**src/rtl/ram_param.sv**
```systemverilog
// Parametrised single-port RAM with byte enables, post-reset INIT_VAL fill and out-of-range flagging.
// Latency: reads return data_out/rvalid one cycle after acceptance; writes commit at the accepting edge.
// Backpressure: ready is low only during the DEPTH-cycle init sweep; requests while not ready are dropped.
module ram_param #(
    parameter int                 DATA_W   = 8,
    parameter int                 ADDR_W   = 5,
    parameter int                 DEPTH    = 32,
    parameter logic [DATA_W-1:0]  INIT_VAL = '0,
    localparam int                BE_W     = DATA_W / 8
) (
    input  logic              clk,
    input  logic              rst,
    input  logic              req,
    input  logic              wena,
    input  logic [ADDR_W-1:0] addr,
    input  logic [BE_W-1:0]   be,
    input  logic [DATA_W-1:0] data_in,
    output logic              ready,
    output logic [DATA_W-1:0] data_out,
    output logic              rvalid,
    output logic              err,
    output logic              init_done
);

    // Two-state controller: sweeping memory with INIT_VAL, then serving requests.
    localparam logic [0:0] ST_INIT = 1'b0;
    localparam logic [0:0] ST_IDLE = 1'b1;

    // The sweep pointer is one bit wider than the address so that a full
    // power-of-two depth can reach its last word without wrapping to zero.
    localparam logic [ADDR_W:0] LAST_PTR = (ADDR_W+1)'(DEPTH - 1);
    localparam logic [ADDR_W:0] DEPTH_W  = (ADDR_W+1)'(DEPTH);
    localparam logic [ADDR_W:0] PTR_ONE  = (ADDR_W+1)'(1);

    logic [0:0]        state_q, state_d;
    logic [ADDR_W:0]   ptr_q,   ptr_d;
    logic              rvalid_q, rvalid_d;
    logic              err_q,    err_d;
    logic [DATA_W-1:0] dout_q,   dout_d;

    logic [DATA_W-1:0] mem_q [DEPTH];

    // Memory write port, shared between the init sweep and user writes.
    logic              mem_we;
    logic [ADDR_W-1:0] mem_addr;
    logic [BE_W-1:0]   mem_be;
    logic [DATA_W-1:0] mem_wdata;

    logic              in_range;

    // A full power-of-two depth has no unmapped addresses, so the range check
    // collapses to a constant instead of a comparison that can never fail.
    generate
        if (DEPTH == (1 << ADDR_W)) begin : g_full_depth
            assign in_range = 1'b1;
        end else begin : g_partial_depth
            assign in_range = ({1'b0, addr} < DEPTH_W);
        end
    endgenerate

    // Next-state logic: sweep control in INIT, request decode in IDLE.
    always_comb begin
        state_d   = state_q;
        ptr_d     = ptr_q;
        rvalid_d  = 1'b0;
        err_d     = 1'b0;
        dout_d    = dout_q;
        mem_we    = 1'b0;
        mem_addr  = addr;
        mem_be    = be;
        mem_wdata = data_in;

        case (state_q)
            ST_INIT: begin
                // Every init cycle fills one whole word; the last word hands over to IDLE.
                mem_we    = 1'b1;
                mem_addr  = ptr_q[ADDR_W-1:0];
                mem_be    = '1;
                mem_wdata = INIT_VAL;
                ptr_d     = ptr_q + PTR_ONE;
                if (ptr_q == LAST_PTR) begin
                    state_d = ST_IDLE;
                end
            end
            ST_IDLE: begin
                // ready is constantly high here, so req alone means acceptance.
                if (req) begin
                    err_d = ~in_range;
                    if (wena) begin
                        // Out-of-range writes are swallowed; be=0 is a harmless no-op.
                        mem_we = in_range;
                    end else begin
                        rvalid_d = 1'b1;
                        dout_d   = in_range ? mem_q[addr] : '0;
                    end
                end
            end
            default: begin
                state_d = ST_INIT;
                ptr_d   = '0;
            end
        endcase
    end

    // Control and output registers; reset restarts the sweep and drops any same-cycle request.
    always_ff @(posedge clk) begin
        if (rst) begin
            state_q  <= ST_INIT;
            ptr_q    <= '0;
            rvalid_q <= 1'b0;
            err_q    <= 1'b0;
            dout_q   <= '0;
        end else begin
            state_q  <= state_d;
            ptr_q    <= ptr_d;
            rvalid_q <= rvalid_d;
            err_q    <= err_d;
            dout_q   <= dout_d;
        end
    end

    // Storage array with per-byte-lane writes; contents are only ever set by the sweep or user writes.
    always_ff @(posedge clk) begin
        if (!rst && mem_we) begin
            for (int k = 0; k < BE_W; k++) begin
                if (mem_be[k]) begin
                    mem_q[mem_addr][8*k +: 8] <= mem_wdata[8*k +: 8];
                end
            end
        end
    end

    assign ready     = (state_q == ST_IDLE);
    assign init_done = (state_q == ST_IDLE);
    assign rvalid    = rvalid_q;
    assign err       = err_q;
    assign data_out  = dout_q;

endmodule

```
**config.mk**
```make
export PLATFORM = sky130hd
export DESIGN_NAME = ram_param
export DESIGN_NICKNAME = d
export VERILOG_FILES = /design/src/rtl/ram_param.sv
export SDC_FILE = /design/constraint.sdc
export NUM_CORES = 1
export LEC_CHECK = 0
export ABC_AREA = 1
export CORE_UTILIZATION = 50
export DETAILED_ROUTE_END_ITERATION = 7
export GPL_TIMING_DRIVEN = 1
export HOLD_SLACK_MARGIN = 0.1
export MAX_ROUTING_LAYER = met4
export PLACE_DENSITY = 0.67
export SYNTH_ARGS = -nofsm -noshare
export SYNTH_HDL_FRONTEND = slang
export SYNTH_SLANG_ARGS = --single-unit
```
**constraint.sdc**
```tcl
create_clock -name clk -period 5.44 [get_ports clk]
set_clock_uncertainty 0.2 [all_clocks]
set_input_delay 0.816 -clock clk [delete_from_list [all_inputs] [get_ports clk]]
set_output_delay 0.816 -clock clk [all_outputs]
set_load 0.02 [all_outputs]
```
==> impl_metrics.tcl, run 1 <==
set metrics [dict create \
    cp_top_family "buffers and inverters" \
    io_pins 30 \
    multiInputGateArea_sq_um 2790 \
    grt_antenna_before_repair 0 \
    yosysUniqueCellTypes 22 \
    viasPerCell 5.55 \
    layout.nets 1036 \
    route.detailed.drc 0 \
    post-route-period-util_pct 65.1 \
    cts_tree "built" \
    synthFlopType "edfxtp_1" \
    max_clock_freq_mhz 282 \
    comb_power_share_pct 5.2 \
    p_leak_nw 4.57 \
    async_flop_share_pct 0 \
    worst_slew_pin_slew_ns 0.862 \
    fillers 1761 \
    dieArea_sq_um 23100 \
    vias 7304 \
    drtAntennaViolNets 0 \
    clockBufferDepth 3 \
    crit_path_end_kind "flip-flop" \
    crit_chain "clkdlybuf4s50_1 > clkinv_1 > nand2_1 > o21ai_0 > nor2_1 > nand2_1 > nor2_1" \
    status "complete, no violations" \
    ctsHoldBuffers 0 \
    totalWireLength_mm 26.3 \
    drtPass1Iterations 5 \
    fin_tns_setup_ns 0 \
    cts_resized 0 \
    cts-root-buf "clkbuf_16" \
    synth_area_leader_cell "edfxtp_1" \
    hp-class "flip-flop to flip-flop" \
    synth_common_cells "nand2_1 (354), edfxtp_1 (256), nand3_1 (210)" \
    synth_edf_count 256 \
    cpPeakStageDelay_ns 0.81 \
    period_needed_ns 3.54 \
    internal_power_w 0.00349 \
    synth_fp_nets 1023 \
    ys_top_cells_by_area "edfxtp_1 (68%), nand2_1 (12%), nand3_1 (9.3%)" \
    p_switching_w 0.000922 \
    clkTransAtPathRegs_ns 0.06 \
    power_frac_seq_pct 51.6 \
    hold_violations 0 \
    syn_area_per_cell_sq_um 11.2 \
    arrival_ns 3.50 \
    initial_core_util_pct 51.3 \
    switching_share_pct 20.9 \
    critPathMaxFanout 17 \
    drt_iter0_drc 745 \
    syn_inst 1004 \
    ir_worst_vdd_v 0.000297 \
    slew_headroom_pct 41.9 \
    grt_util_all_layers_pct 23.8 \
    layout-drive-gt1-share_pct 6.17 \
    portBuffers 28 \
    grt_start_max_net_pins 67 \
    cp.buffers_inverters 2 \
    cts_sinks 272 \
    worstSetupStartpointType "primary input" \
    final_cells 1317 \
    antennaDiodeCount 0 \
    synth.top_cell.area_share_pct 68.2 \
    die-width_um 152 \
    cts-buffers-inserted 27 \
    core_sq_um 22000 \
    synth_seq_cells 272 \
    die_y_um 152 \
    num_rows 54 \
    rsz0062_at_grt "no" \
    clock_latency_ns 0.53 \
    slowest_stage "clkdlybuf4s50_1" \
    synthToLayoutAreaGrowth_pct 11.2 \
    maxCapViolCount 0 \
    setup.worst_path.class "primary input to flip-flop" \
    p_total_w 0.00441 \
    p_clk_share_pct 43.1 \
    slew_violations 0 \
    yosysMostFrequentCell "nand2_1" \
    gp_congestion 0.882 \
    placed_cells 1268 \
    crit_required_ns 5.40 \
    dpl.hpwl_mm 15.7 \
    powerDensity_nw_per_um2 352 \
    overflow 0 \
    setup_violations 0 \
    grt_pass1_vias 6871 \
    cts_max_level 1 \
    register_area_sq_um 8010 \
    post_cts_buffers 0 \
    yosysSeqAreaShare_pct 71.1 \
    grt_pass1_wl_mm 40.0 \
    wl_per_cell_um 20.0 \
    synth_area_sq_um 11300 \
    yosysWarningCount 0 \
]
-- cell usage in the layout (no fill, tap or decap), types with 2 or more instances in the layout --
master           synthesis  routed
a21oi_1                 13      13
buf_4                    8      16
bufinv_16                0       5
clkbuf_1                 8       6
clkbuf_16                0      27
clkdlybuf4s50_1          0      26
clkinv_1                 1       5
clkinv_2                 0       5
clkinvlp_4               0       4
dfxtp_1                 16      16
edfxtp_1               256     256
inv_1                   22      20
nand2_1                354     354
nand3_1                210     210
nand3_2                  4       4
nor2_1                  46      46
nor3_1                   2       2
o21ai_0                 15      15
-- worst register-to-register path: stages, from the launching register on --
cell,delay [ns]
dfxtp_1,0.89
inv_1,0.25
nand2_1,0.13
o21ai_0,0.19
inv_1,0.16
nand3_2,0.34
nor2_1,0.69
-- layer usage --
layer | GRT usage (%) | part of all wire, %
met5 | - | 0
met4 | 10.4 | 4.0
met3 | 3.48 | 7.1
met2 | 36.3 | 46
met1 | 32.1 | 43
-- layout make-up --
class	count	share of cell area (%)
inverter	24	0.729
clock inverter	16	1.69
tap	280	2.80
sequential	272	63.9
clock buffer	33	5.57
timing repair buffer	43	3.07
multi-input combinational	649	22.3
-- path summary, 6_finish.rpt --
path | endpoint | cells after the start | from | slack [ns]
setup / recovery | mem_q[24][3] | 7 | addr[3] | 1.90
hold / removal | ptr_q[4] | 1 | ptr_q[4] | 0.26
setup reg to reg | mem_q[5][6] | 6 | init_done | 2.21
hold reg to reg | ptr_q[4] | 1 | ptr_q[4] | 0.26
-- power by group through the flow --
stage | logic, W | registers, W | clock network (W)
6_report | 0.000231 | 0.00227 | 0.00190
2_1_floorplan | 0.000166 | 0.00232 | 0
4_1_cts | 0.000229 | 0.00227 | 0.00192
5_1_grt | 0.000255 | 0.00228 | 0.00199
3_5_place_dp | 0.000228 | 0.00232 | 0
3_3_place_gp | 0.000227 | 0.00232 | 0
-- state kept, by name, indices dropped and copies added (netlist names) --
register	count
mem_q	256
init_done	1
ptr_q	6
data_out	8
rvalid	1
-- metrics by stage --
step                      utilization [%]  hold slack, ns  area [sq um]  setup slack [ns]
after floorplan                         -           0.222         11300              2.90
after global placement               52.9           0.240         11600              1.49
after detailed placement             52.9           0.246         11600              1.45
after CTS                            57.1           0.257         12500              1.97
after global routing                 57.1           0.303         12500              1.66
final                                57.1           0.257         12500              1.90
-- logic make-up after synthesis --
family | share of synthesized area (%)
AO/OA/AOI/OAI | 1.39
buffers and inverters | 4.19
flip-flops | 71.1
adder cells (fa/ha/maj) | 0.111
other | 0.0333
AND/OR/NAND/NOR | 23.2
Power figures use the tool's default switching activity.
==> inputs of run 2 (changes only) <==
==> constraint.sdc (replaced) <==
create_clock -name clk -period 3.43 [get_ports clk]
set_clock_uncertainty 0.2 [all_clocks]
set_input_delay 0.5145 -clock clk [delete_from_list [all_inputs] [get_ports clk]]
set_output_delay 0.5145 -clock clk [all_outputs]
set_load 0.02 [all_outputs]
==> impl_metrics.tcl, run 2 (synthesis gave the netlist of run 1 again) <==
set metrics [dict create \
    status "complete, no violations" \
    slew_headroom_pct 46.1 \
    post_cts_buffers 0 \
    hold_violations 0 \
    cts_resized 0 \
    clock_latency_ns 0.55 \
    antennaDiodeCount 0 \
    ir_worst_vdd_v 0.000460 \
    fin_tns_setup_ns 0 \
    fillers 1779 \
    crit_required_ns 2.72 \
    crit_path_end_kind "output port" \
    ctsHoldBuffers 0 \
    clockBufferDepth 3 \
    layout-drive-gt1-share_pct 10.0 \
    num_rows 54 \
    powerDensity_nw_per_um2 559 \
    p_total_w 0.00723 \
    initial_core_util_pct 51.3 \
    portBuffers 28 \
    final_common_cell "nand2_1" \
    top_register "mem_q" \
    critPathMaxFanout 22 \
    cts_tree "built" \
    cts_max_level 1 \
    grt_util_all_layers_pct 24.4 \
    arrival_ns 1.79 \
    crit_chain "buf_4 > clkdlybuf4s50_1" \
    core_sq_um 22000 \
    reg2reg_depth 5 \
    r2r-end "mem_q[29][4]" \
    viasPerCell 5.45 \
    p_leak_nw 4.86 \
    clkTransAtPathRegs_ns 0.06 \
    vias 7396 \
    die_y_um 152 \
    largest_reg_flops 256 \
    cpPeakStageDelay_ns 0.66 \
    dpl.hpwl_mm 15.7 \
    cts_sinks 272 \
    final_cell_mix "nand2_1 (354), edfxtp_1 (256), nand3_1 (210)" \
    hp-class "flip-flop to flip-flop" \
    cts-root-buf "clkbuf_16" \
    setup.worst_path.class "flip-flop to output port" \
    setup_violations 0 \
    drt_iter0_drc 681 \
    rsz0062_at_grt "no" \
    max_clock_freq_mhz 399 \
    totalWireLength_mm 26.6 \
    synthToLayoutAreaGrowth_pct 14.8 \
    gp_congestion 0.892 \
    grt_pass1_vias 7323 \
    dieArea_sq_um 23100 \
    drtAntennaViolNets 0 \
    timing.rr.start "init_done" \
    slowest_stage "clkdlybuf4s50_1" \
    slew_violations 0 \
    holdPathStages 1 \
    hold_ws_ns 0.266 \
    io_pins 30 \
    drtPass1Iterations 5 \
    overflow 0 \
    rrSetupSlack_ns 1.08 \
    grt_start_max_net_pins 129 \
    worst_slew_pin_slew_ns 0.806 \
    wl_per_cell_um 19.6 \
    cts-buffers-inserted 28 \
    period_needed_ns 2.51 \
    layout.nets 1074 \
    post-route-period-util_pct 73.1 \
    grt_pass1_wl_mm 41.2 \
    crit_path_end "ready" \
    route.detailed.drc 0 \
    crit_start "init_done" \
    grt_antenna_before_repair 0 \
    maxCapViolCount 0 \
    worstSetupStartpointType "flip-flop" \
    die-width_um 152 \
]
run 2: area by class of cell:
| type | count | area [sq um] | area share (%) |
|---|---|---|---|
| Clock buffer | 36 | 803 | 6.21 |
| Clock inverter | 16 | 206 | 1.60 |
| Inverter | 24 | 91.3 | 0.706 |
| Multi-Input combinational cell | 649 | 2790 | 21.6 |
| Sequential cell | 272 | 8010 | 61.9 |
| Tap cell | 280 | 350 | 2.71 |
| Timing Repair Buffer | 80 | 688 | 5.32 |
run 2: through the flow:
| step | util [%] | cells | setup WS (ns) | area [sq um] |
|---|---|---|---|---|
| final | 58.9 | 1357 | 0.924 | 12900 |
| after global routing | 58.9 | 1357 | 0.861 | 12900 |
| after CTS | 58.9 | 1357 | 0.903 | 12900 |
| after detailed placement | 54.3 | 1305 | 0.510 | 11900 |
| after global placement | 54.3 | 1305 | 0.572 | 11900 |
| after floorplan | - | 1004 | 1.19 | 11300 |
run 2: where the power goes:
| group | total, W | switching [W] | internal (W) |
|---|---|---|---|
| logic | 0.000374 | 0.000259 | 0.000114 |
| clock network | 0.00325 | 0.00123 | 0.00202 |
| registers | 0.00361 | 0.00000754 | 0.00360 |
run 2: layer usage:
layer  part of all wire [%]  GRT usage [%]
met1                     43           31.7
met4                    2.5           7.77
met3                    6.8           3.71
met2                     48           39.8
met5                      0              -
run 2: worst max-delay path, delay by kind of cell (launching register included):
kind,cells,cell delay [ns]
flip-flops,1,0.33
buffers and inverters,2,0.93
run 2: worst min-delay path by stage:
| stage | from | end | slack (ns) |
|---|---|---|---|
| floorplan | ptr_q[4] | ptr_q[4] | 0.22 |
| global placement | ptr_q[4] | ptr_q[4] | 0.24 |
| detailed placement | ptr_q[4] | ptr_q[4] | 0.24 |
| CTS | ptr_q[4] | ptr_q[4] | 0.27 |
| global route | ptr_q[4] | ptr_q[4] | 0.30 |
| finish | ptr_q[4] | ptr_q[4] | 0.27 |
==> inputs of run 3 (changes only) <==
--- a/config.mk
+++ b/config.mk
@@ -11,7 +11,7 @@
 export GPL_TIMING_DRIVEN = 1
 export HOLD_SLACK_MARGIN = 0.1
 export MAX_ROUTING_LAYER = met4
-export PLACE_DENSITY = 0.67
+export PLACE_DENSITY = 0.69
 export SYNTH_ARGS = -nofsm -noshare
 export SYNTH_HDL_FRONTEND = slang
 export SYNTH_SLANG_ARGS = --single-unit
==> constraint.sdc (replaced) <==
create_clock -name clk -period 2 [get_ports clk]
set_clock_uncertainty 0.2 [all_clocks]
set_input_delay 0.3 -clock clk [delete_from_list [all_inputs] [get_ports clk]]
set_output_delay 0.3 -clock clk [all_outputs]
set_load 0.02 [all_outputs]
==> impl_metrics.tcl, run 3 (synthesis gave the netlist of run 1 again) <==
set metrics [dict create \
    drt_iter0_drc 1010 \
    maxCapViolCount 0 \
    dpl.hpwl_mm 16.5 \
    power_frac_seq_pct 51.6 \
    slew_violations 0 \
    route.detailed.drc 0 \
    gp_congestion 0.880 \
    worstSetupStartpointType "flip-flop" \
    core_sq_um 22000 \
    period_needed_ns 1.97 \
    io_pins 30 \
    hold_violations 0 \
    viasPerCell 5.58 \
    crit_required_ns 1.50 \
    num_rows 54 \
    place_area_sq_um 12500 \
    register_area_sq_um 8010 \
    antennaDiodeCount 0 \
    p_clk_share_pct 41.9 \
    layout-drive-gt1-share_pct 15.5 \
    cts_max_level 1 \
    grt_util_all_layers_pct 24.8 \
    post-route-period-util_pct 98.6 \
    overflow 0 \
    final_core_util_pct 61.7 \
    cts-buffers-inserted 28 \
    die-width_um 152 \
    rsz0062_at_grt "yes" \
    internal_power_w 0.00939 \
    cp_top_family "buffers and inverters" \
    drtPass1Iterations 5 \
    arrival_ns 1.47 \
    clockBufferDepth 3 \
    cts_tree "built" \
    cts-root-buf "clkbuf_16" \
    multiInputGateArea_sq_um 3170 \
    grt_pass1_vias 7344 \
    final_area_sq_um 13600 \
    powerDensity_nw_per_um2 885 \
    top_register "mem_q" \
    status "complete, no violations" \
    setup_violations 0 \
    ir_worst_vdd_v 0.000808 \
    place_ws_ns -0.333 \
    max_clock_freq_mhz 507 \
    drtAntennaViolNets 0 \
    wl_per_cell_um 20.1 \
    grt_start_max_net_pins 65 \
    crit_path_end_kind "output port" \
    fin_ws_ns 0.0281 \
    critPathMaxFanout 2 \
    final_cell_mix "nand2_1 (347), edfxtp_1 (256), nand3_1 (210)" \
    comb_power_share_pct 6.5 \
    slowest_stage "clkdlybuf4s50_1" \
    totalWireLength_mm 27.4 \
    crit_chain "clkdlybuf4s50_1" \
    p_switching_w 0.00260 \
    portBuffers 28 \
    die_y_um 152 \
    hp-class "primary input to flip-flop" \
    p_leak_nw 5.03 \
    largest_reg_flops 256 \
    initial_core_util_pct 51.3 \
    cts_sinks 272 \
    switching_share_pct 21.7 \
    clock_latency_ns 0.54 \
    setup.worst_path.class "flip-flop to output port" \
    clkTransAtPathRegs_ns 0.06 \
    fillers 1641 \
    layout.nets 1083 \
    dieArea_sq_um 23100 \
    cp.buffers_inverters 1 \
    grt_pass1_wl_mm 41.7 \
    cpPeakStageDelay_ns 0.61 \
    grt_antenna_before_repair 0 \
    p_total_w 0.0120 \
    final_common_cell "nand2_1" \
    synthToLayoutAreaGrowth_pct 20.3 \
    vias 7619 \
]
-- run 3: changes by cell type in the layout (fill, tap and decap cells not counted), sizes merged, moves of 2 or more --
cell / delta
buf: +11
bufinv: -3
clkbuf: +2
clkdlybuf4s50: -9
clkinvlp: +2
dlygate4sd2: +3
dlymetal6s2s: +4
-- run 3: worst paths after layout --
check | start | to | slack (ns) | cells past startpoint
max reg2reg | init_done | mem_q[12][5] | 0.03 | 8
min | req | rvalid | 0.15 | 3
max | data_out[1] | data_out[1] | 0.03 | 1
min reg2reg | ptr_q[4] | ptr_q[4] | 0.25 | 1
-- run 3: routing by layer --
layer / track usage (%) / up-vias / routed length [um]
met2: 40.1 / 326 / 13500
li1: - / 3603 / -
met1: 32.0 / 3625 / 11200
met5: - / - / 0
met4: 9.96 / 0 / 912
met3: 2.91 / 65 / 1810
-- run 3: area by class of cell --
cell class	instances	share of cell area (%)
Clock inverter	13	0.877
Tap cell	280	2.59
Inverter	24	0.729
Multi-Input combinational cell	649	23.4
Sequential cell	272	59.1
Clock buffer	38	5.68
Timing Repair Buffer	89	7.65
-- run 3: timing repair --
| action | CTS | global route |
|---|---|---|
| resized for setup | 13 | 46 |
| gates cloned | 0 | 0 |
| pin swaps | 1 | 18 |
| setup buffers | 1 | 3 |
| hold buffers | 0 | 0 |
| setup endpoints to repair | 68 | 260 |
-- run 3: metrics by stage --
stage | hold slack (ns) | TNS, ns | cells
3_5_place_dp | 0.243 | -73.54 | 1310
6_report | 0.155 | 0 | 1365
3_3_place_gp | 0.234 | -71.17 | 1310
2_1_floorplan | 0.162 | 0 | 1004
5_1_grt | 0.189 | -0.655 | 1365
4_1_cts | 0.146 | 0 | 1362
-- run 3: power groups by stage --
stage | logic [W] | clock network (W) | registers (W)
final | 0.000779 | 0.00502 | 0.00619
after global routing | 0.000850 | 0.00528 | 0.00619
after detailed placement | 0.000745 | 0 | 0.00631
after global placement | 0.000736 | 0 | 0.00631
after floorplan | 0.000492 | 0 | 0.00630
after CTS | 0.000750 | 0.00506 | 0.00619
